## src/rtl/enc_par_pkg.sv

```systemverilog
// enc_par_pkg: shared constants, types and GF(2^8) arithmetic for the
// Reed-Solomon parity engine.
// Optional build macro: ENC_PAR_SER_OUT_EN (serialised parity output).
// The generator polynomial is g(x) = prod_{i=0}^{PAR_LEN-1} (x + alpha^i),
// where alpha = 2 and the primitive polynomial is x^8+x^4+x^3+x^2+1.
package enc_par_pkg;

    localparam int GF_DIM      = 8;
    localparam int PAR_LEN     = 16;
    localparam int SYM_PER_CYC = 4;
    localparam int MAX_MES_LEN = 239;

    localparam int LEN_W     = $clog2(MAX_MES_LEN + 1);
    localparam int CNT_W     = $clog2(SYM_PER_CYC + 1);
    localparam int PIDX_W    = $clog2(PAR_LEN);
    localparam int OUT_BEATS = (PAR_LEN + SYM_PER_CYC - 1) / SYM_PER_CYC;
    localparam int OCNT_W    = (OUT_BEATS > 1) ? $clog2(OUT_BEATS) : 1;

`ifdef ENC_PAR_SER_OUT_EN
    localparam int PAR_OUT_SYMS = SYM_PER_CYC;
`else
    localparam int PAR_OUT_SYMS = PAR_LEN;
`endif

    localparam logic [GF_DIM:0] PRIM_POLY = 9'h11D;

    typedef logic [GF_DIM-1:0]                    sym_t;
    typedef logic [PAR_LEN-1:0][GF_DIM-1:0]       par_vec_t;
    typedef logic [SYM_PER_CYC-1:0][GF_DIM-1:0]   beat_t;
    typedef logic [PAR_OUT_SYMS-1:0][GF_DIM-1:0]  par_out_t;

    // FSM encoding kept as plain constants for compatibility with older blocks.
    typedef logic [1:0] state_t;
    localparam state_t ST_IDLE  = 2'd0;
    localparam state_t ST_FIRST = 2'd1;
    localparam state_t ST_BODY  = 2'd2;
    localparam state_t ST_OUT   = 2'd3;

    // Shift-and-add multiply in GF(2^GF_DIM), reduced by PRIM_POLY.
    function automatic sym_t egf_mul(input sym_t a, input sym_t b);
        sym_t p;
        sym_t aa;
        p  = {GF_DIM{1'b0}};
        aa = a;
        for (int i = 0; i < GF_DIM; i++) begin
            if (b[i]) begin
                p = p ^ aa;
            end else begin
                p = p;
            end
            if (aa[GF_DIM-1]) begin
                aa = {aa[GF_DIM-2:0], 1'b0} ^ PRIM_POLY[GF_DIM-1:0];
            end else begin
                aa = {aa[GF_DIM-2:0], 1'b0};
            end
        end
        return p;
    endfunction

    // Expands the generator product; returns the non-monic coefficients g[0..PAR_LEN-1].
    function automatic par_vec_t gen_poly();
        logic [PAR_LEN:0][GF_DIM-1:0] c;
        sym_t root;
        c    = '0;
        c[0] = GF_DIM'(1'b1);
        root = GF_DIM'(1'b1);
        for (int i = 0; i < PAR_LEN; i++) begin
            for (int j = PAR_LEN; j > 0; j--) begin
                c[j] = c[j-1] ^ egf_mul(c[j], root);
            end
            c[0] = egf_mul(c[0], root);
            root = egf_mul(root, GF_DIM'(2'd2));
        end
        return c[PAR_LEN-1:0];
    endfunction

    localparam par_vec_t G = gen_poly();

endpackage

```

## src/rtl/enc_par_if.sv

```systemverilog
// enc_par_if: configuration, message and parity streams of the parity engine.
// Parity width depends on ENC_PAR_SER_OUT_EN through enc_par_pkg::par_out_t.
interface enc_par_if;
    import enc_par_pkg::*;

    logic              cfg_valid;
    logic              cfg_ready;
    logic [LEN_W-1:0]  cfg_mes_len;
    logic              cfg_err;
    logic              in_valid;
    logic              in_ready;
    beat_t             in_data;
    logic              par_valid;
    logic              par_ready;
    par_out_t          par_data;
    logic              par_last;
    logic              busy;

    modport slave (
        input  cfg_valid, cfg_mes_len, in_valid, in_data, par_ready,
        output cfg_ready, cfg_err, in_ready, par_valid, par_data, par_last, busy
    );

    modport master (
        output cfg_valid, cfg_mes_len, in_valid, in_data, par_ready,
        input  cfg_ready, cfg_err, in_ready, par_valid, par_data, par_last, busy
    );

endinterface

```

## src/rtl/enc_par_step.sv

```systemverilog
// enc_par_step: applies n_steps (<= SYM_PER_CYC) LFSR division steps to a
// parity register in one combinational pass. Lane n_steps-1 is consumed first.
module enc_par_step
    import enc_par_pkg::*;
(
    input  par_vec_t          reg_in,
    input  beat_t             data_in,
    input  logic [CNT_W-1:0]  n_steps,
    output par_vec_t          reg_out
);

    par_vec_t acc_s;
    sym_t     fb_s;

    // Unrolled chain of divide-by-g(x) steps, highest active lane first.
    always_comb begin
        acc_s = reg_in;
        fb_s  = {GF_DIM{1'b0}};
        for (int i = SYM_PER_CYC - 1; i >= 0; i--) begin
            if (CNT_W'(i) < n_steps) begin
                fb_s = data_in[i] ^ acc_s[PAR_LEN-1];
                for (int j = PAR_LEN - 1; j > 0; j--) begin
                    acc_s[j] = acc_s[j-1] ^ egf_mul(fb_s, G[j]);
                end
                acc_s[0] = egf_mul(fb_s, G[0]);
            end else begin
                acc_s = acc_s;
            end
        end
        reg_out = acc_s;
    end

endmodule

```

## src/rtl/enc_par_engine.sv

```systemverilog
// enc_par_engine: self-sequencing Reed-Solomon parity engine.
// Accepts a runtime message length, consumes SYM_PER_CYC symbols per beat
// and returns PAR_LEN parity symbols. With ENC_PAR_SER_OUT_EN defined the
// parity leaves as SYM_PER_CYC-symbol beats, highest degree first.
module enc_par_engine
    import enc_par_pkg::*;
(
    input  logic       clk,
    input  logic       rst_n,
    enc_par_if.slave   bus
);

    localparam logic [LEN_W:0]   K_EXT    = (LEN_W+1)'(SYM_PER_CYC);
    localparam logic [LEN_W:0]   K_M1_EXT = (LEN_W+1)'(SYM_PER_CYC - 1);
    localparam logic [LEN_W-1:0] MAX_LEN  = LEN_W'(MAX_MES_LEN);
    localparam logic [CNT_W-1:0] N_FULL   = CNT_W'(SYM_PER_CYC);

    state_t            state_r, state_nxt_s;
    logic [LEN_W-1:0]  len_r, len_nxt_s;
    logic [LEN_W-1:0]  cnt_r, cnt_nxt_s, cnt_inc_s;
    logic [LEN_W-1:0]  beats_s;
    logic [CNT_W-1:0]  rem_s;
    logic [CNT_W-1:0]  n_steps_s;
    logic [LEN_W:0]    len_ext_s;
    logic              len_ok_s;
    par_vec_t          lfsr_r, lfsr_nxt_s, step_out_s;
    logic              cfg_err_nxt_s;
    par_out_t          par_data_nxt_s;
    logic              par_last_nxt_s;

    logic              cfg_ready_r, in_ready_r, par_valid_r, par_last_r;
    logic              cfg_err_r, busy_r;
    par_out_t          par_data_r;

`ifdef ENC_PAR_SER_OUT_EN
    localparam logic [OCNT_W-1:0] OCNT_LAST = OCNT_W'(OUT_BEATS - 1);
    logic [OCNT_W-1:0] ocnt_r, ocnt_nxt_s;
    int                idx_s;
`endif

    // Beat count and partial first-beat width derived from the latched length.
    always_comb begin
        len_ext_s = {1'b0, len_r};
        beats_s   = LEN_W'((len_ext_s + K_M1_EXT) / K_EXT);
        rem_s     = CNT_W'(len_ext_s % K_EXT);
        len_ok_s  = (bus.cfg_mes_len != {LEN_W{1'b0}}) && (bus.cfg_mes_len <= MAX_LEN);
        cnt_inc_s = cnt_r + LEN_W'(1'b1);
    end

    // Symbols consumed this beat: the short remainder on the first beat, else all lanes.
    always_comb begin
        if ((state_r == ST_FIRST) && (rem_s != {CNT_W{1'b0}})) begin
            n_steps_s = rem_s;
        end else begin
            n_steps_s = N_FULL;
        end
    end

    enc_par_step u_step (
        .reg_in  (lfsr_r),
        .data_in (bus.in_data),
        .n_steps (n_steps_s),
        .reg_out (step_out_s)
    );

    // Sequencer: next state, length, beat counter and LFSR register.
    always_comb begin
        state_nxt_s   = state_r;
        len_nxt_s     = len_r;
        cnt_nxt_s     = cnt_r;
        lfsr_nxt_s    = lfsr_r;
        cfg_err_nxt_s = 1'b0;
`ifdef ENC_PAR_SER_OUT_EN
        ocnt_nxt_s    = ocnt_r;
`endif
        case (state_r)
            ST_IDLE: begin
                if (bus.cfg_valid) begin
                    if (len_ok_s) begin
                        len_nxt_s   = bus.cfg_mes_len;
                        cnt_nxt_s   = {LEN_W{1'b0}};
                        state_nxt_s = ST_FIRST;
                    end else begin
                        cfg_err_nxt_s = 1'b1;
                    end
                end else begin
                    state_nxt_s = ST_IDLE;
                end
            end
            ST_FIRST, ST_BODY: begin
                if (bus.in_valid && in_ready_r) begin
                    lfsr_nxt_s = step_out_s;
                    cnt_nxt_s  = cnt_inc_s;
                    if (cnt_inc_s == beats_s) begin
                        state_nxt_s = ST_OUT;
                    end else begin
                        state_nxt_s = ST_BODY;
                    end
                end else begin
                    state_nxt_s = state_r;
                end
            end
            ST_OUT: begin
                if (bus.par_ready) begin
`ifdef ENC_PAR_SER_OUT_EN
                    if (ocnt_r == OCNT_LAST) begin
                        state_nxt_s = ST_IDLE;
                        lfsr_nxt_s  = '0;
                        cnt_nxt_s   = {LEN_W{1'b0}};
                        len_nxt_s   = {LEN_W{1'b0}};
                        ocnt_nxt_s  = {OCNT_W{1'b0}};
                    end else begin
                        ocnt_nxt_s  = ocnt_r + OCNT_W'(1'b1);
                    end
`else
                    state_nxt_s = ST_IDLE;
                    lfsr_nxt_s  = '0;
                    cnt_nxt_s   = {LEN_W{1'b0}};
                    len_nxt_s   = {LEN_W{1'b0}};
`endif
                end else begin
                    state_nxt_s = ST_OUT;
                end
            end
            default: begin
                state_nxt_s = ST_IDLE;
                lfsr_nxt_s  = '0;
                cnt_nxt_s   = {LEN_W{1'b0}};
                len_nxt_s   = {LEN_W{1'b0}};
            end
        endcase
    end

`ifdef ENC_PAR_SER_OUT_EN
    // Serial parity beat: highest-degree symbols first, missing low lanes zeroed.
    always_comb begin
        par_data_nxt_s = '0;
        idx_s          = 0;
        for (int i = 0; i < SYM_PER_CYC; i++) begin
            idx_s = PAR_LEN - 1 - SYM_PER_CYC * int'(ocnt_nxt_s) - (SYM_PER_CYC - 1 - i);
            if ((state_nxt_s == ST_OUT) && (idx_s >= 0)) begin
                par_data_nxt_s[i] = lfsr_nxt_s[idx_s[PIDX_W-1:0]];
            end else begin
                par_data_nxt_s[i] = {GF_DIM{1'b0}};
            end
        end
        par_last_nxt_s = (state_nxt_s == ST_OUT) && (ocnt_nxt_s == OCNT_LAST);
    end
`else
    // Parallel parity: whole register in one beat, always the last one.
    always_comb begin
        if (state_nxt_s == ST_OUT) begin
            par_data_nxt_s = lfsr_nxt_s;
            par_last_nxt_s = 1'b1;
        end else begin
            par_data_nxt_s = '0;
            par_last_nxt_s = 1'b0;
        end
    end
`endif

    // State, counters and LFSR register.
    always_ff @(posedge clk or negedge rst_n) begin
        if (!rst_n) begin
            state_r <= ST_IDLE;
            len_r   <= {LEN_W{1'b0}};
            cnt_r   <= {LEN_W{1'b0}};
            lfsr_r  <= '0;
`ifdef ENC_PAR_SER_OUT_EN
            ocnt_r  <= {OCNT_W{1'b0}};
`endif
        end else begin
            state_r <= state_nxt_s;
            len_r   <= len_nxt_s;
            cnt_r   <= cnt_nxt_s;
            lfsr_r  <= lfsr_nxt_s;
`ifdef ENC_PAR_SER_OUT_EN
            ocnt_r  <= ocnt_nxt_s;
`endif
        end
    end

    // Registered handshake flags and parity output, decoded from the next state.
    always_ff @(posedge clk or negedge rst_n) begin
        if (!rst_n) begin
            cfg_ready_r <= 1'b1;
            in_ready_r  <= 1'b0;
            par_valid_r <= 1'b0;
            par_last_r  <= 1'b0;
            cfg_err_r   <= 1'b0;
            busy_r      <= 1'b0;
            par_data_r  <= '0;
        end else begin
            cfg_ready_r <= (state_nxt_s == ST_IDLE);
            in_ready_r  <= (state_nxt_s == ST_FIRST) || (state_nxt_s == ST_BODY);
            par_valid_r <= (state_nxt_s == ST_OUT);
            par_last_r  <= par_last_nxt_s;
            cfg_err_r   <= cfg_err_nxt_s;
            busy_r      <= (state_nxt_s != ST_IDLE);
            par_data_r  <= par_data_nxt_s;
        end
    end

    assign bus.cfg_ready = cfg_ready_r;
    assign bus.in_ready  = in_ready_r;
    assign bus.par_valid = par_valid_r;
    assign bus.par_last  = par_last_r;
    assign bus.cfg_err   = cfg_err_r;
    assign bus.busy      = busy_r;
    assign bus.par_data  = par_data_r;

endmodule
```

## src/flat_wrapper.sv

```systemverilog
// flat-port wrapper written by rule: the top's interface ports become plain ports
module enc_par_engine_flat import enc_par_pkg::*;
  (clk, rst_n, bus_cfg_valid, bus_cfg_mes_len, bus_in_valid, bus_in_data, bus_par_ready, bus_cfg_ready, bus_cfg_err, bus_in_ready, bus_par_valid, bus_par_data, bus_par_last, bus_busy);
  enc_par_if bus_i ();
  input  logic clk;
  input  logic rst_n;
  input wire logic [$bits(bus_i.cfg_valid)-1:0] bus_cfg_valid;
  input wire logic [$bits(bus_i.cfg_mes_len)-1:0] bus_cfg_mes_len;
  input wire logic [$bits(bus_i.in_valid)-1:0] bus_in_valid;
  input wire logic [$bits(bus_i.in_data)-1:0] bus_in_data;
  input wire logic [$bits(bus_i.par_ready)-1:0] bus_par_ready;
  output wire logic [$bits(bus_i.cfg_ready)-1:0] bus_cfg_ready;
  output wire logic [$bits(bus_i.cfg_err)-1:0] bus_cfg_err;
  output wire logic [$bits(bus_i.in_ready)-1:0] bus_in_ready;
  output wire logic [$bits(bus_i.par_valid)-1:0] bus_par_valid;
  output wire logic [$bits(bus_i.par_data)-1:0] bus_par_data;
  output wire logic [$bits(bus_i.par_last)-1:0] bus_par_last;
  output wire logic [$bits(bus_i.busy)-1:0] bus_busy;
  assign bus_i.cfg_valid = bus_cfg_valid;
  assign bus_i.cfg_mes_len = bus_cfg_mes_len;
  assign bus_i.in_valid = bus_in_valid;
  assign bus_i.in_data = bus_in_data;
  assign bus_i.par_ready = bus_par_ready;
  assign bus_cfg_ready = bus_i.cfg_ready;
  assign bus_cfg_err = bus_i.cfg_err;
  assign bus_in_ready = bus_i.in_ready;
  assign bus_par_valid = bus_i.par_valid;
  assign bus_par_data = bus_i.par_data;
  assign bus_par_last = bus_i.par_last;
  assign bus_busy = bus_i.busy;
  enc_par_engine u_core (.clk(clk), .rst_n(rst_n), .bus(bus_i));
endmodule
```

## config.mk

```make
export PLATFORM = sky130hd
export DESIGN_NAME = enc_par_engine_flat
export DESIGN_NICKNAME = d
export VERILOG_FILES = /design/src/rtl/enc_par_pkg.sv /design/src/rtl/enc_par_if.sv /design/src/rtl/enc_par_step.sv /design/src/rtl/enc_par_engine.sv /design/src/flat_wrapper.sv
export SDC_FILE = /design/constraint.sdc
export NUM_CORES = 1
export LEC_CHECK = 0
export ABC_AREA = 1
export BUFFER_PORTS_ARGS = -buffer_cell sky130_fd_sc_hd__buf_2
export CORE_MARGIN = 5
export CORE_UTILIZATION = 55
export CTS_CLUSTER_SIZE = 12
export DETAILED_ROUTE_END_ITERATION = 10
export PLACE_DENSITY = 0.76
export SLEW_MARGIN = 20
export SYNTH_ARGS = -nofsm -noshare
export SYNTH_HDL_FRONTEND = slang
export SYNTH_SLANG_ARGS = --single-unit
```

## constraint.sdc

```tcl
create_clock -name clk -period 4.4 [get_ports clk]
set_clock_uncertainty 0.15 [all_clocks]
set_input_delay 0.44 -clock clk [delete_from_list [all_inputs] [get_ports clk]]
set_output_delay 0.44 -clock clk [all_outputs]
set_load 0.02 [all_outputs]
```

==> impl_metrics.csv, run 1 <==
group,metric,value,unit
placed_design,portBuffers,178,
grt,grt_start_max_net_pins,124,
synthesis,syn_area_per_cell,6.925,um^2
sta,grt-worst-endpoint,"u_core.bus.par_data[122]$_DFF_PN0_/D",
clocking,numCtsBuffers,31,
run_status,status,"did not finish",
die,die_w,237.0,um
synthesis,syn_area,0.02835,mm^2
placed_design,place_inst,5566,
placed_design,place.detailed.hpwl,123900,um
synthesis,yosys_warnings,0,
die,die_y,237.0,um
synthesis,synth_cell_type_count,58,
die,ios,179,
synthesis,syn_nets,4145,
synthesis,async_flop_share,100.0,%
synthesis,yosysTopAreaCellShare,24.54,%
die,rows,83,
synthesis,synth_edf_count,0,
grt,grt-ovfl-total,9,
clocking,max-clock-path-buffers,3,
sta,worstEndpointType,"register data pin",
synthesis,synthTopCellsByArea,"dfrtp_1 (25%), xor2_1 (16%), nand2_1 (16%), a21oi_1 (5.6%), o21ai_0 (5.2%)",
synthesis,synth_top_area_cell,"dfrtp_1",
clocking,htree_levels,1,
run_status,error_line,"[ERROR GRT-0232] Routing congestion too high. Check the congestion heatmap in the GUI.",
die,initial_core_util,55.37,%
run_status,haltStage,"5_1_grt",
grt,grt_antenna_before_repair,20,
synthesis,ys.flop_type,"dfrtp_1",
clocking,root_buffer,"clkbuf_16",
synthesis,synthCells,4093,
synthesis,ys_seq_elements,279,
grt,grtUsageTotal,76.74,%
synthesis,ys_seq_area_share,24.63,%
placed_design,place_congestion,1.201,
clocking,cts.sinks,279,
-- kinds of logic after synthesis --
| family | count (synthesis) | synth area share [%] |
|---|---|---|
| DFF | 279 | 24.63 |
| AOI/OAI and AO/OA | 736 | 13.85 |
| xor gates and xnor gates | 663 | 21.43 |
| adders and majority gates | 7 | 0.3090 |
| buffers and inverters | 441 | 6.890 |
| muxes | 20 | 0.7062 |
| and+or+nand+nor | 1947 | 32.18 |
-- what timing repair did --
item | in CTS
gates cloned | 2
hold endpoints to repair | 101
setup buffers | 134
endpoints found under the setup margin | 256
pin swaps | 154
resized for setup | 380
hold buffers | 9
-- cell usage after synthesis, drive strengths merged (10+ instances only) --
| master | number |
|---|---|
| a21oi | 321 |
| buf | 59 |
| clkbuf | 115 |
| dfrtp | 278 |
| inv | 257 |
| mux2i | 20 |
| nand2 | 1420 |
| nand3 | 296 |
| nand3b | 11 |
| nand4 | 10 |
| nor2 | 168 |
| o211ai | 38 |
| o21ai | 322 |
| o221ai | 10 |
| o22ai | 22 |
| or2 | 33 |
| xnor2 | 132 |
| xor2 | 527 |
-- per-stage QoR --
step | setup WS (ns) | area, um^2 | utilization, %
floorplan | -0.2443 | 28720 | -
global placement | -1.437 | 35890 | 70.11
detailed placement | -1.592 | 35890 | 70.11
CTS | -0.9780 | 39730 | 77.60
-- metal layers --
layer,GRT overflow,global-route usage [%]
met5,0,41.04
met4,5,70.40
met3,3,63.63
met2,1,90.14
met1,0,79.37
==> run 2, diff against run 1 <==
--- a/config.mk
+++ b/config.mk
@@ -8,10 +8,9 @@
 export ABC_AREA = 1
 export BUFFER_PORTS_ARGS = -buffer_cell sky130_fd_sc_hd__buf_2
 export CORE_MARGIN = 5
-export CORE_UTILIZATION = 55
-export CTS_CLUSTER_SIZE = 12
+export CORE_UTILIZATION = 40
 export DETAILED_ROUTE_END_ITERATION = 10
-export PLACE_DENSITY = 0.76
+export PLACE_DENSITY_LB_ADDON = 0.15
 export SLEW_MARGIN = 20
 export SYNTH_ARGS = -nofsm -noshare
 export SYNTH_HDL_FRONTEND = slang
==> constraint.sdc (replaced) <==
create_clock -name clk -period 5.7 [get_ports clk]
set_clock_uncertainty 0.15 [all_clocks]
set_input_delay 0.57 -clock clk [delete_from_list [all_inputs] [get_ports clk]]
set_output_delay 0.57 -clock clk [all_outputs]
set_load 0.02 [all_outputs]
==> run 2 against run 1 <==
The run now ends clean. Synthesized cell count unchanged. Area after synthesis unchanged.
==> impl_metrics.csv, run 2 <==
group,metric,value,unit
synthesis,synth.most_common_cell,"nand2_1",
synthesis,ys_seq_elements,279,
grt,grt_pass1_wl,231200,um
finish,final_cells,5932,
placed_design,place_inst,5746,
critical_path,cp.arrival,6.01,ns
synthesis,syn_area,0.02835,mm^2
synthesis,yosysTopAreaCellShare,24.54,%
synthesis,async_flop_share,100.0,%
sta,final.min_clock_period,5.666,ns
finish,nets,5014,
sta,fin_crit_sh,99.40,%
routing,wirelength,172000,um
finish,final_common_cell,"nand2_1",
die,rows,97,
sta,clock.fmax,176.5,MHz
synthesis,syn_nets,4145,
die,core,0.07015,mm^2
clocking,numCtsBuffers,31,
grt,met3_usage,7.669,%
synthesis,synth_cell_type_count,58,
routing,drtIter0Drc,4446,
clocking,root_buffer,"clkbuf_16",
grt,grt_antenna_before_repair,5,
critical_path,cp-startpoint,"u_core.lfsr_r[125]",
finish,nFillCells,6863,
finish,drive_gt1_share,35.91,%
sta,setup_violations,0,
die,ios,179,
sta,finalMaxSlewViolations,0,
hold_path,hp-class,"input pin to flip-flop",
critical_path,crit_end,"u_core.bus.par_data[119]",
clocking,cts.sinks,279,
sta,hold-worst-slack,0.07666,ns
critical_path,path_max_fanout,7,
grt,grt_pass1_vias,30220,
critical_path,worstPathRequired,6.04,ns
synthesis,synth_edf_count,0,
synthesis,synth_common_cells,"nand2_1 (1183), xor2_1 (512), a21oi_1 (316), o21ai_0 (297), dfrtp_1 (278)",
synthesis,synthCells,4093,
clocking,max-clock-path-buffers,3,
finish,final_cell_mix,"nand2_1 (1007), buf_4 (757), xor2_1 (482)",
routing,route.detailed.drc,0,
grt,grt_start_max_net_pins,120,
routing,firstDrtPassIters,6,
placed_design,place.detailed.hpwl,139100,um
critical_path,timing.rr.start,"u_core.lfsr_r[125]",
critical_path,ff2ff_setup_slack,0.03,ns
sta,rsz0062_at_grt,"yes",
clocking,cts_tree,"yes",
synthesis,ys_seq_area_share,24.63,%
placed_design,place_congestion,1.104,
synthesis,synth_top_area_cell,"dfrtp_1",
sta,worst_slew_pin_slew,1.020,ns
grt,grtUsageTotal,42.02,%
synthesis,ys.flop_type,"dfrtp_1",
clocking,clock_latency,0.60,ns
die,die_area,0.07629,mm^2
placed_design,portBuffers,178,
routing,post_drt_wl_per_cell,28.99,um
clocking,htree_levels,1,
critical_path,cp-start-kind,"flip-flop",
grt,met1_usage,58.67,%
run_status,status,"finished, final reports clean",
critical_path,critical-path-max-stage-delay,0.47,ns
critical_path,crit_slowest_cell,"dfrtp_2",
grt,top_usage_layer,"met2",
routing,ant_nets,0,
clocking,path_clk_slew,0.06,ns
routing,via_count,33530,
synthesis,yosys_warnings,0,
sta,slew_headroom,31.97,%
grt,grt-ovfl-total,0,
synthesis,syn_area_per_cell,6.925,um^2
critical_path,rr_worst_depth,38,
finish,syn_to_final_growth,40.92,%
die,die_w,276.2,um
synthesis,synthTopCellsByArea,"dfrtp_1 (25%), xor2_1 (16%), nand2_1 (16%), a21oi_1 (5.6%), o21ai_0 (5.2%)",
critical_path,timing.rr.end,"u_core.bus.par_data[119]",
critical_path,worstSetupEndpointType,"flip-flop",
run,cap_violations,0,
critical_path,critPathKind,"flip-flop to flip-flop",
die,initial_core_util,40.41,%
grt,use_met2,62.15,%
sta,finalHoldViolCount,0,
routing,viasPerCell,5.653,
die,die_y,276.2,um
## run 2: cell counts after synthesis
Identical to the previous run, type by type.
## run 2: logic make-up (layout without fill, tap and decap cells)
logic type / after synthesis / after routing / synth area share, %
fa+ha+maj: 7 / 7 / 0.3090
flops: 279 / 279 / 24.63
simple gates: 1947 / 1949 / 32.18
xor+xnor: 663 / 663 / 21.43
buf+inv: 441 / 1333 / 6.890
other cells: 0 / 5 / 0
mux: 20 / 20 / 0.7062
compound gates: 736 / 736 / 13.85
## run 2: worst min-delay path by stage
stage                      start            endpoint  slack (ns)  cells past startpoint
2_1_floorplan              rst_n     u_core.bus.busy        0.12                      0
3_3_place_gp    u_core.lfsr_r[8]    u_core.lfsr_r[8]        0.33                      2
3_5_place_dp   u_core.lfsr_r[17]   u_core.lfsr_r[17]        0.34                      2
4_1_cts            bus_cfg_valid  u_core.bus.cfg_err        0.06                      3
5_1_grt            bus_cfg_valid  u_core.bus.cfg_err        0.09                      3
6_report           bus_cfg_valid  u_core.bus.cfg_err        0.08                      3
## run 2: stage by stage
stage	instance area [um^2]	setup TNS (ns)	setup WS, ns	utilization [%]
2_1_floorplan	28350	0	0.8376	-
3_3_place_gp	35240	-99.76	-0.8378	50.24
3_5_place_dp	35240	-107.47	-0.8385	50.24
4_1_cts	37050	0	0.001464	52.82
5_1_grt	39930	-12.87	-0.1955	56.93
6_report	39950	0	0.03409	56.94
## run 2: final cells by class
cell class / instances / area (um^2) / share of cell area, %
multi-input cells: 3375 / 21880 / 54.78
repair buffers: 1016 / 7825 / 19.59
flip-flops and latches: 279 / 6989 / 17.50
well taps: 940 / 1176 / 2.944
inverters: 259 / 1015 / 2.540
clock buffers: 39 / 865.8 / 2.168
clock inverters: 19 / 178.9 / 0.4479
diodes: 5 / 12.51 / 0.03132
## run 2: repair_timing
action                                 4_1_cts  5_1_grt
setup buffers                               30       90
pin swaps                                   30      160
hold buffers                                 1        0
gates resized for setup                    110      490
gates cloned                                 1        2
setup endpoints to repair                  218      250
endpoints found under the hold margin      109        0
## run 2: critical path, delay by kind of cell (launching register included)
| family | cells | cell delay (ns) |
|---|---|---|
| xor+xnor | 4 | 0.89 |
| simple gates | 17 | 1.73 |
| compound gates | 5 | 0.64 |
| buf+inv | 12 | 1.66 |
| flops | 1 | 0.47 |
## run 2: routing by layer
metal | wire, um | vias to the layer above
li1 | - | 14890
met1 | 70790 | 16210
met2 | 71430 | 2012
met3 | 17960 | 417
met4 | 11780 | 2
met5 | 34 | -
Power of run 2 is not shown: default switching activity piles up to over one toggle a cycle in this logic, so the estimate is an artifact.
